### src/rtl/iterative_alu_unit_if.sv
// Request/response bundle for the iterative ALU.
// The master drives the operation; the slave (the ALU) returns the result.
interface iterative_alu_unit_if #(
  parameter int N_BITS     = 32,
  parameter int SHAMT_BITS = 5
);
  logic                  start;
  logic [3:0]            ALUOperation;
  logic [N_BITS-1:0]     A;
  logic [N_BITS-1:0]     B;
  logic [SHAMT_BITS-1:0] shamt;
  logic                  busy;
  logic                  done;
  logic [N_BITS-1:0]     ALUResult;
  logic                  Zero;
  logic                  invalid_op;

  modport master (
    output start, ALUOperation, A, B, shamt,
    input  busy, done, ALUResult, Zero, invalid_op
  );

  modport slave (
    input  start, ALUOperation, A, B, shamt,
    output busy, done, ALUResult, Zero, invalid_op
  );
endinterface

### src/rtl/iterative_alu_unit.sv
// Execute unit: 1-cycle logic/arith, 1-bit-per-cycle SLL/SRL.
// Define FAST_SHIFT_EN to use a single-cycle barrel shifter instead.
module iterative_alu_unit #(
  parameter int N_BITS     = 32,
  parameter int SHAMT_BITS = 5
) (
  input logic                  clk,
  input logic                  reset,
  iterative_alu_unit_if.slave  bus
);

  localparam logic [3:0] OP_AND = 4'd0;
  localparam logic [3:0] OP_OR  = 4'd1;
  localparam logic [3:0] OP_NOR = 4'd2;
  localparam logic [3:0] OP_ADD = 4'd3;
  localparam logic [3:0] OP_SUB = 4'd4;
  localparam logic [3:0] OP_LUI = 4'd5;
  localparam logic [3:0] OP_SLL = 4'd6;
  localparam logic [3:0] OP_SRL = 4'd7;

  typedef enum logic [1:0] {
    IDLE  = 2'd0,
    SHIFT = 2'd1,
    DONE  = 2'd2
  } state_t;

  state_t            r_state;
  state_t            w_next_state;
  logic [N_BITS-1:0] r_result;
  logic [N_BITS-1:0] w_nxt_result;
  logic              r_zero;
  logic              r_invalid;
  logic              w_nxt_invalid;

`ifndef FAST_SHIFT_EN
  logic [SHAMT_BITS-1:0] r_count;
  logic [SHAMT_BITS-1:0] w_nxt_count;
  logic                  r_left;
  logic                  w_nxt_left;
`endif

  always_ff @(posedge clk) begin
    if (reset) begin
      r_state   <= IDLE;
      r_result  <= '0;
      r_zero    <= 1'b1;
      r_invalid <= 1'b0;
`ifndef FAST_SHIFT_EN
      r_count   <= '0;
      r_left    <= 1'b0;
`endif
    end else begin
      r_state   <= w_next_state;
      r_result  <= w_nxt_result;
      r_zero    <= (w_nxt_result == '0);
      r_invalid <= w_nxt_invalid;
`ifndef FAST_SHIFT_EN
      r_count   <= w_nxt_count;
      r_left    <= w_nxt_left;
`endif
    end
  end

  always_comb begin
    w_next_state  = r_state;
    w_nxt_result  = r_result;
    w_nxt_invalid = r_invalid;
`ifndef FAST_SHIFT_EN
    w_nxt_count   = r_count;
    w_nxt_left    = r_left;
`endif
    unique case (r_state)
      IDLE: begin
        if (bus.start) begin
          w_next_state  = DONE;
          w_nxt_invalid = 1'b0;
          case (bus.ALUOperation)
            OP_AND: w_nxt_result = bus.A & bus.B;
            OP_OR:  w_nxt_result = bus.A | bus.B;
            OP_NOR: w_nxt_result = ~(bus.A | bus.B);
            OP_ADD: w_nxt_result = bus.A + bus.B;
            OP_SUB: w_nxt_result = bus.A - bus.B;
            OP_LUI: w_nxt_result = bus.B << 16;
`ifdef FAST_SHIFT_EN
            OP_SLL: w_nxt_result = bus.B << bus.shamt;
            OP_SRL: w_nxt_result = bus.B >> bus.shamt;
`else
            OP_SLL, OP_SRL: begin
              // Load the source; SHIFT walks it one bit per cycle
              w_nxt_result = bus.B;
              if (bus.shamt != '0) begin
                w_nxt_count  = bus.shamt;
                w_nxt_left   = (bus.ALUOperation == OP_SLL);
                w_next_state = SHIFT;
              end
            end
`endif
            default: begin
              w_nxt_result  = '0;
              w_nxt_invalid = 1'b1;
            end
          endcase
        end
      end
`ifndef FAST_SHIFT_EN
      SHIFT: begin
        w_nxt_result = r_left ? (r_result << 1)
                              : (r_result >> 1);
        w_nxt_count  = r_count - SHAMT_BITS'(1);
        if (r_count == SHAMT_BITS'(1))
          w_next_state = DONE;
      end
`endif
      DONE:    w_next_state = IDLE;
      default: w_next_state = IDLE;
    endcase
  end

  assign bus.busy       = (r_state != IDLE);
  assign bus.done       = (r_state == DONE);
  assign bus.ALUResult  = r_result;
  assign bus.Zero       = r_zero;
  assign bus.invalid_op = r_invalid;

endmodule

### src/flat_wrapper.sv
// flat-port wrapper written by rule: the top's interface ports become plain ports
module iterative_alu_unit_flat 
#(
  parameter int N_BITS     = 32,
  parameter int SHAMT_BITS = 5
)
  (clk, reset, bus_start, bus_ALUOperation, bus_A, bus_B, bus_shamt, bus_busy, bus_done, bus_ALUResult, bus_Zero, bus_invalid_op);
  iterative_alu_unit_if #(.N_BITS(N_BITS), .SHAMT_BITS(SHAMT_BITS)) bus_i ();
  input logic clk;
  input logic reset;
  input wire logic [$bits(bus_i.start)-1:0] bus_start;
  input wire logic [$bits(bus_i.ALUOperation)-1:0] bus_ALUOperation;
  input wire logic [$bits(bus_i.A)-1:0] bus_A;
  input wire logic [$bits(bus_i.B)-1:0] bus_B;
  input wire logic [$bits(bus_i.shamt)-1:0] bus_shamt;
  output wire logic [$bits(bus_i.busy)-1:0] bus_busy;
  output wire logic [$bits(bus_i.done)-1:0] bus_done;
  output wire logic [$bits(bus_i.ALUResult)-1:0] bus_ALUResult;
  output wire logic [$bits(bus_i.Zero)-1:0] bus_Zero;
  output wire logic [$bits(bus_i.invalid_op)-1:0] bus_invalid_op;
  assign bus_i.start = bus_start;
  assign bus_i.ALUOperation = bus_ALUOperation;
  assign bus_i.A = bus_A;
  assign bus_i.B = bus_B;
  assign bus_i.shamt = bus_shamt;
  assign bus_busy = bus_i.busy;
  assign bus_done = bus_i.done;
  assign bus_ALUResult = bus_i.ALUResult;
  assign bus_Zero = bus_i.Zero;
  assign bus_invalid_op = bus_i.invalid_op;
  iterative_alu_unit #(.N_BITS(N_BITS), .SHAMT_BITS(SHAMT_BITS)) u_core (.clk(clk), .reset(reset), .bus(bus_i));
endmodule
### config.mk
export PLATFORM = sky130hd
export DESIGN_NAME = iterative_alu_unit_flat
export DESIGN_NICKNAME = d
export VERILOG_FILES = /design/src/rtl/iterative_alu_unit_if.sv /design/src/rtl/iterative_alu_unit.sv /design/src/flat_wrapper.sv
export SDC_FILE = /design/constraint.sdc
export NUM_CORES = 1
export LEC_CHECK = 0
export ABC_AREA = 1
export CAP_MARGIN = 20
export CORE_MARGIN = 3
export CORE_UTILIZATION = 56
export CTS_CLUSTER_DIAMETER = 200
export CTS_CLUSTER_SIZE = 10
export DETAILED_ROUTE_END_ITERATION = 10
export PLACE_DENSITY = 0.82
export SLEW_MARGIN = 40
export SYNTH_ARGS = -nofsm -noshare
export SYNTH_HDL_FRONTEND = slang
export SYNTH_SLANG_ARGS = --single-unit
### constraint.sdc
create_clock -name clk -period 4.91 [get_ports clk]
set_clock_uncertainty 0.2 [all_clocks]
set_input_delay 1.2275 -clock clk [delete_from_list [all_inputs] [get_ports clk]]
set_output_delay 1.2275 -clock clk [all_outputs]
set_load 0.05 [all_outputs]
==> reports/results.tsv <==
stage	metric	value	unit
clock_network	h-tree-depth	2	
floorplan	pin_count	112	
placement	port_buffers	111	
global_route	grt_use_met1	52.3	%
critical_path	endpoint_kind	flop	
critical_path	cp_data_required_time	4.95	ns
clock_network	clockRootBuffer	clkbuf_16	
global_route	antenna_found_initial	0	
drt	routed_wl	29.0	mm
finish	layout.nets	1708	
timing	slew-limit-headroom	47.4	%
synthesis	ys.flop_type	dfxtp_1	
global_route	grt_pass1_wl	45.3	mm
finish	final_cell_mix	nand2_1 (425), inv_1 (200), buf_4 (162)	
drt	vias_per_cell	5.78	
clock_network	clk_pin_slew_worst_paths	0.06	ns
global_route	grt_pass1_vias	9173	
power_and_ir_drop	ir_drop	0.163	mV
clock_network	cts_buffers	5	
synthesis	async_flop_share	0	%
floorplan	dieArea	14100	um^2
global_route	track_usage	39.2	%
synthesis	synth-edff-count	0	
timing	finalHoldViolations	0	
synthesis	syn_area_per_cell	5.23	um^2
floorplan	die_y	119	um
floorplan	initial_core_util	58.1	%
power_and_ir_drop	p_total	0.00195	W
clock_network	clock_latency	0.29	ns
clock_network	cts_tree	yes	
finish	n_antenna_cell	0	
synthesis	syn_inst	1357	
timing	max_freq	210	MHz
critical_path	worstSetupStartpointType	input pin	
critical_path	critical_path_arrival	4.81	ns
timing	period_share	97.0	%
drt	routedWlPerCell	16.5	um
finish	fillers	998	
power_and_ir_drop	power_density	195	nW/um^2
synthesis	synth_warnings	0	
clock_network	clockBufferDepth	2	
drt	drc	0	
floorplan	core_area	12200	um^2
critical_path	crit_type	in -> reg	
status	status	finished clean	
global_route	grt_start_max_net_pins	55	
timing	period_minus_slack	4.76	ns
floorplan	num_rows	40	
synthesis	synth.yosys.seq_area_share	11.8	%
finish	final_common_cell	nand2_1	
synthesis	ys_ff_latch	42	
timing	timing.hold.ws	0.322	ns
placement	place_congestion	1.04	
global_route	grt_use_met3	6.41	%
synthesis	syn-cell-area	7100	um^2
finish	fin_util	81.7	%
clock_network	cts_hold_buf	0	
finish	syn2layout_area_growth	40.6	%
drt	drt_iter0_markers	1580	
floorplan	fp.dieW	119	um
global_route	grt_util_met2	62.3	%
power_and_ir_drop	cellLeakagePower	5.14	nW
timing	drv_slew	0	
drt	dr.pass1.iters	7	
flow_run	max_cap_violations	0	
hold_path	hp-class	reg -> reg	
global_route	busiest_layer	met2	
finish	drive_gt1_share	18.4	%
drt	num_vias	10200	
timing	tightest_slew	0.789	ns
global_route	grt_overflow_total	0	
drt	antenna_left	0	
synthesis	yosys.cell_types.count	42	
synthesis	syn-num-nets	1470	
placement	hpwl	22.3	mm
timing	finalSetupViolCount	0	
critical_path	worst-path-max-fanout	4	
clock_network	clock-sinks	42	
[state kept, by name (all words and copies together), names as in the netlist]
name and flops:
u_core.bus.ALUResult 32, u_core.r_count 5, u_core.r_state 2, u_core.bus.Zero 1, u_core.bus.invalid_op 1, u_core.r_left 1
[where the power goes]
part / switching (W) / internal (W) / leakage [nW] / total, W
Sequential: 0.0000304 / 0.000369 / 0.344 / 0.000399
Clock: 0.000148 / 0.000240 / 0.0760 / 0.000388
Combinational: 0.000690 / 0.000470 / 4.72 / 0.00116
[final timing paths]
check,start,to,slack (ns),cells after the start
worst max-delay path,bus_B[14],u_core.bus.Zero,0.15,27
worst min-delay path,u_core.bus.invalid_op,u_core.bus.invalid_op,0.32,2
worst max register to register,u_core.r_state[0],u_core.bus.Zero,1.74,11
worst min register to register,u_core.bus.invalid_op,u_core.bus.invalid_op,0.32,2
[synthesized netlist by cell type, types with 13 or more instances]
cell,instances,area [um^2]
xor2_1,31,272
nand4_1,16,100
dfxtp_1,42,841
buf_2,18,90.1
nor2_1,131,492
nand2_1,451,1690
ha_1,36,450
clkbuf_1,22,82.6
a221oi_1,22,193
inv_1,208,781
a21oi_1,61,305
nand3_1,89,445
nor3_1,33,165
o21ai_0,83,415
a211oi_1,19,143
o21ai_1,16,80.1
or2_2,13,81.3
[routing by layer]
layer	vias up	routed length [um]
li1	4860	-
met1	4526	11400
met2	676	12800
met3	130	3290
met4	0	1570
met5	-	0
[stage by stage]
step                      TNS [ns]  instance area (um^2)  setup slack, ns  instances
after floorplan                  0                  7100            0.508       1357
after global placement       -1.90                  9370           -0.414       1742
after detailed placement     -3.47                  9370           -0.486       1742
after CTS                        0                  9650          0.00180       1755
after global routing        -0.112                  9980          -0.0624       1764
final                            0                  9980            0.147       1764
[kinds of logic (layout without fill, tap and decap cells)]
kind of cell / Yosys count / in the layout / share of synthesized area [%]
AO/OA/AOI/OAI: 230 / 230 / 19.1
AND/OR/NAND/NOR: 757 / 757 / 44.4
adder cells (fa/ha/maj): 37 / 37 / 6.63
flip-flops: 42 / 42 / 11.8
buffers and inverters: 260 / 499 / 14.3
XOR/XNOR: 31 / 31 / 3.83
[worst max-delay path, cell delays in order]
cell and delay [ns]:
clkdlybuf4s50_1 0.52, nor2_2 0.20, nand3_1 0.13, nor3_1 0.21, nand4_1 0.24, nor3_2 0.20, nor2_2 0.08, a21oi_2 0.16
xor2_1 0.09, ha_1 0.37, nand2_2 0.10, buf_6 0.13, nor2_4 0.09, nand2_2 0.06, nor2_1 0.10, nand2_1 0.08
nand2_1 0.07, nand2_1 0.06, nand3_2 0.09, nand2_2 0.06, nand2_2 0.07, nand2_1 0.06, nand2_1 0.09, nand2_1 0.05
nor2_1 0.12, nand4_1 0.09, nand2_1 0.06
[area by class of cell]
class / instances / area [um^2] / share of cell area, %
sequential: 42 / 841 / 8.43
clock buffer: 5 / 125 / 1.25
tap: 168 / 210 / 2.11
timing repair buffer: 276 / 2370 / 23.8
inverter: 214 / 807 / 8.09
multi-input combinational: 1055 / 5570 / 55.8
clock inverter: 3 / 45.0 / 0.451
timing repair inverter: 1 / 5.00 / 0.0502
[timing repair]
item | in CTS | in global routing
endpoints found under the setup margin | 5 | 18
setup buffers | 5 | 8
resized for setup | 24 | 86
pin swaps | 20 | 38
cloned | 0 | 1
(Power assumes the default switching activity.)
==> RTL change 1 (same settings) <==
The option `FAST_SHIFT_EN` is turned on by a define.
--- a/src/rtl/iterative_alu_unit.sv
+++ b/src/rtl/iterative_alu_unit.sv
@@ -1,5 +1,7 @@
 // Execute unit: 1-cycle logic/arith, 1-bit-per-cycle SLL/SRL.
 // Define FAST_SHIFT_EN to use a single-cycle barrel shifter instead.
+`define FAST_SHIFT_EN
+
 module iterative_alu_unit #(
   parameter int N_BITS     = 32,
   parameter int SHAMT_BITS = 5
Check against the original RTL: not equivalent (Yosys sat finds a counterexample within 4 cycles, from zero or initial values and one cycle with reset high).
==> RTL change 1 against the original RTL <==
  * Sequential cell count decreased by 7
  * Critical endpoint unchanged
  * Cell area is 24% higher
  * Critical path type unchanged
  * Global-route usage rose by 6.0 points
  * Power increased by 2.1%
  * Routed wire length increased by 53%
  * Fmax shrank 2.3%
  * Worst setup slack worse by 0.11 ns
  * Synthesized area rose by 33%
==> RTL change 1: results (changes against the original RTL) <==
* Status: finished clean (unchanged)
* Critical Path Fanout Max at 4 (unchanged)
* Critical-path top delay cell: clkdlybuf4s50_1 (unchanged)
* Initial DRC Count at 2446 (was 1580)
* Type of the tightest min-delay check: reg -> reg (unchanged)
* Dpl hpwl at 34810 um (was 22330 um)
* Worst Hold Depth at 2 (unchanged)
* First-pass GRT wire length at 65510 um (was 45270 um)
* Initial antenna violation count at 2 (was 0)
* Vias/cell at 6.271 (was 5.778)
* Vias in the first global route at 12650 (was 9173)
* R2R Path End: u_core.bus.Zero (unchanged)
* Max IR drop VDD at 202.8 uV (was 163.0 uV)
* Delay-heaviest family, CP: simple AND/OR/NAND/NOR gates (unchanged)
* Vias at 14020 (was 10190)
* NumNets Final at 2129 (was 1708)
* Placed cell count at 2209 (was 1742)
* Hold path start: u_core.bus.ALUResult[19] (was u_core.bus.invalid_op)
* Netlist cell types at 51 (was 42)
* Max reg flops at 32 (unchanged)
* Syn nets at 1925 (was 1470)
* Synth area leaders: nand3_1 (22%), nand2_1 (20%), nor2_1 (8.1%) (was nand2_1 (24%), dfxtp_1 (12%), inv_1 (11%))
* Post-synth top flop: dfxtp_1 (unchanged)
* Seq/Total Area, Yosys at 7.413% (was 11.85%)
* Worst R2R Setup Slack at 2.64 ns (was 1.74 ns)
* Fraction of registers with async set/reset at 0% (unchanged)
* Worst r2r src: u_core.r_state[1] (was u_core.r_state[0])
* Port-buffer cells at 111 (unchanged)
* FF-to-FF path depth at 13 (was 11)
* Clock buffer depth at 2 (unchanged)
* Largest net degree at the start of global routing at 66 (was 55)
* Top cell type's share of synthesized area at 21.82% (was 23.85%)
* Hold_ws at 0.2927 ns (was 0.3217 ns)
* Layout cells sized above 1 at 19.81% (was 18.42%)
* Slew HR at 43.75% (was 47.36%)
* WL/cell at 19.81 um (was 16.46 um)
* Crit path DAT at 4.91 ns (was 4.81 ns)
* Worst-Skew Late Latency at 0.28 ns
* Crit-path max cell delay at ~0.53 ns
* GP Congestion at 1.124 (was 1.042)
* Post-synth top cells: nand2_1 (503), nand3_1 (412), nor2_1 (203), inv_1 (192), a21oi_1 (56) (was nand2_1 (451), inv_1 (208), nor2_1 (131), nand3_1 (89), o21ai_0 (83))
* Root buffer cell: clkbuf_16 (unchanged)
* H-tree depth at 2 (unchanged)
* TritonCTS buffer count at 5 (unchanged)
* Yosys warning count at 0 (unchanged)
* Endpoint, Worst Hold: u_core.bus.ALUResult[19] (was u_core.bus.invalid_op)
* CTS clk-pin slew, worst paths at 0.06 ns (about the same)
* Total GRT Usage at 45.15% (was 39.16%)
* Leakage at 6.422 nW (was 5.141 nW)
* Cells after Synth at 1814 (was 1357)
* Pre-antenna DRT Iters at 7 (unchanged)
==> RTL change 1: cell count changes in the layout (fill, tap and decap cells not counted), sizes merged, moves of 6 or more <==
cell	before	now
nand3	89	438
nand2	455	539
nor2	137	206
o21ai	100	44
a221oi	22	0
a211oi	19	0
buf	165	181
nand3b	6	21
inv	211	201
o211ai	1	11
or2	13	4
dfxtp	42	35
o31ai	8	1
a21boi	1	7
==> RTL change 1: kinds of logic (layout without fill, tap and decap cells) <==
logic type | Yosys count | in the layout | share of synthesized area, %
XOR/XNOR | 29 | 29 | 2.687
AND/OR/NAND/NOR | 1280 | 1280 | 62.79
other | 0 | 1 | 0
buffers and inverters | 295 | 500 | 13.73
adder cells (fa/ha/maj) | 35 | 35 | 4.713
flip-flops | 35 | 35 | 7.413
AO/OA/AOI/OAI | 140 | 140 | 8.671
==> RTL change 1: cell type report <==
cell class	instances	area [sq um]
tap	216	270.3
inverter	204	772.0
fill	1348	3810
timing repair buffer	288	2485
clock buffer	6	138.9
antenna	1	2.502
clock inverter	2	35.03
multi-input combinational	1484	7959
sequential	35	700.7
==> RTL change 1: metal layers <==
layer	wire length, um	track usage (%)	vias to the layer above	share of wire, %
met5	7	0	-	0.016
met3	6333	10.70	317	14
met2	18470	69.44	1141	42
met1	15710	57.19	6200	35
met4	3773	27.16	2	8.5
li1	-	-	6362	-
==> RTL change 1: worst max path at each step <==
stage	from	to	slack, ns	depth (start not counted)
3_3_place_gp	bus_B[0]	u_core.bus.Zero	-0.34	32
6_report	bus_B[6]	u_core.bus.Zero	0.03	28
3_5_place_dp	bus_B[1]	u_core.bus.Zero	-0.51	29
5_1_grt	bus_B[0]	u_core.bus.Zero	-0.12	32
4_1_cts	bus_B[1]	u_core.bus.Zero	0.005	34
2_1_floorplan	bus_B[0]	u_core.bus.Zero	0.47	33
==> RTL change 1: through the flow <==
stage	util (%)	instance area (sq um)	setup TNS (ns)	setup WS [ns]	total power [mW]
3_5_place_dp	71.40	11550	-3.742	-0.5085	1.461
6_report	76.44	12360	0	0.03322	1.989
3_3_place_gp	71.40	11550	-0.8882	-0.3359	1.439
2_1_floorplan	-	9452	0	0.4726	1.018
5_1_grt	76.43	12360	-0.1200	-0.1200	2.089
4_1_cts	73.21	11840	0	0.004675	1.854
==> RTL change 1: power breakdown <==
part	switching [mW]	internal (mW)	leakage, nW
logic	0.829	0.477	6.05
clock network	0.129	0.253	0.0869
registers	0.00600	0.294	0.284
==> RTL change 1: what timing repair did <==
action | CTS | global route
buffers inserted | 6 | 12
setup endpoints to repair | 2 | 11
hold buffers | 0 | 0
resized for setup | 37 | 119
pin swaps | 22 | 41
cloned | 0 | 0
==> RTL change 2 (config.mk and constraints unchanged) <==
Made on the original files. Re-encode `state_t` (3 states) as one-hot, 3 bits wide.
--- a/src/rtl/iterative_alu_unit.sv
+++ b/src/rtl/iterative_alu_unit.sv
@@ -18,10 +18,10 @@
   localparam logic [3:0] OP_SLL = 4'd6;
   localparam logic [3:0] OP_SRL = 4'd7;
 
-  typedef enum logic [1:0] {
-    IDLE  = 2'd0,
-    SHIFT = 2'd1,
-    DONE  = 2'd2
+  typedef enum logic [2:0] {
+    IDLE  = 3'b001,
+    SHIFT = 3'b010,
+    DONE  = 3'b100
   } state_t;
 
   state_t            r_state;
Function: no difference found for any inputs over 10 cycles, from zero or initial values and one cycle with reset high; not proved beyond that.
==> RTL change 2 against the original RTL <==
  * Clock power down 15%
  * Sequential cell count rose by 1
  * Cell area is 3.6% higher
  * Worst setup slack got worse by 0.23 ns
  * The run now ends with setup timing left
  * Critical path depth is 4 lower
  * Synthesized area rose by 1.3%
  * Power rose by 27%
  * Routed wire length rose by 11%
  * Sequential share of layout area fell by 0.10 points
  * Global-route usage is 0.16 points higher
==> RTL change 2: results (changes against the original RTL) <==
* Worst setup margin at -0.08571 ns (was 0.1471 ns)
* Synth area leaders: nand2_1 (26%), inv_1 (12%), dfxtp_1 (12%) (was nand2_1 (24%), dfxtp_1 (12%), inv_1 (11%))
* WL final at 32370 um (was 29040 um)
* Slew HR at 42.94% (was 47.36%)
* Seq/Total Area, Yosys at 11.98% (was 11.85%)
* First-pass GRT wire length at 45950 um (was 45270 um)
* Pre-CTS setup slack at -0.6770 ns (was -0.4863 ns)
* Vias in the first global route at 9315 (was 9173)
* Hold path start: u_core.r_left (was u_core.bus.invalid_op)
* Status: complete, but fails checks (was finished clean)
* Endpoint, Worst Hold: u_core.r_left (was u_core.bus.invalid_op)
* Clock power share at 13.3% (was 19.9%)
* GP Congestion at 1.038 (was 1.042)
* Switching share of power at 49.25% (was 44.61%)
* NumNets Final at 1739 (was 1708)
* Setup violators final at 2 (was 0)
* Critical Path Fanout Max at 10 (was 4)
* Cells after Synth at 1376 (was 1357)
* Hold_ws at 0.3106 ns (was 0.3217 ns)
* Sequential group power at 0.478 mW (was 0.399 mW)
* Pre-antenna DRT Iters at 6 (was 7)
* Post-CTS resize count at 50 (was 24)
* Dpl hpwl at 22820 um (was 22330 um)
* Crit-path max cell delay at 0.43 ns (was 0.52 ns)
* Worst R2R Setup Slack at 1.83 ns (was 1.74 ns)
* Violated checks: setup timing
* Max IR drop VDD at 225.8 uV (was 163.0 uV)
* FF-to-FF path depth at 13 (was 11)
* Dpl cell area at 0.009452 sq mm (was 0.009369 sq mm)
* Worst r2r src: u_core.r_state[0] (unchanged)
[RTL change 2: layout make-up]
type,count,area (sq um)
Timing Repair Buffer,279,2401
Inverter,238,904.6
Fill cell,818,1921
Clock buffer,7,132.6
Tap cell,168,210.2
Multi-Input combinational cell,1059,5827
Clock inverter,1,5.005
Sequential cell,43,860.8
[RTL change 2: layer usage]
layer / share of wire (%) / GRT usage, % / vias up
met5: 0 / 0 / -
met4: 6.5 / 15.71 / 0
met3: 12 / 7.123 / 212
met2: 44 / 62.80 / 859
met1: 38 / 52.23 / 4793
li1: - / - / 4896
[RTL change 2: stage by stage]
step,TNS [ns],util [%]
CTS,0,79.45
floorplan,0,-
global route,-0.9178,84.34
global placement,-3.983,77.08
finish,-0.09446,84.34
detailed placement,-6.745,77.08
[RTL change 2: cells by family after synthesis]
group | share of synthesized area [%]
AO/OA/AOI/OAI | 18.44
XOR/XNOR | 3.656
adder cells (fa/ha/maj) | 6.546
buffers and inverters | 14.75
flip-flops | 11.98
AND/OR/NAND/NOR | 44.64
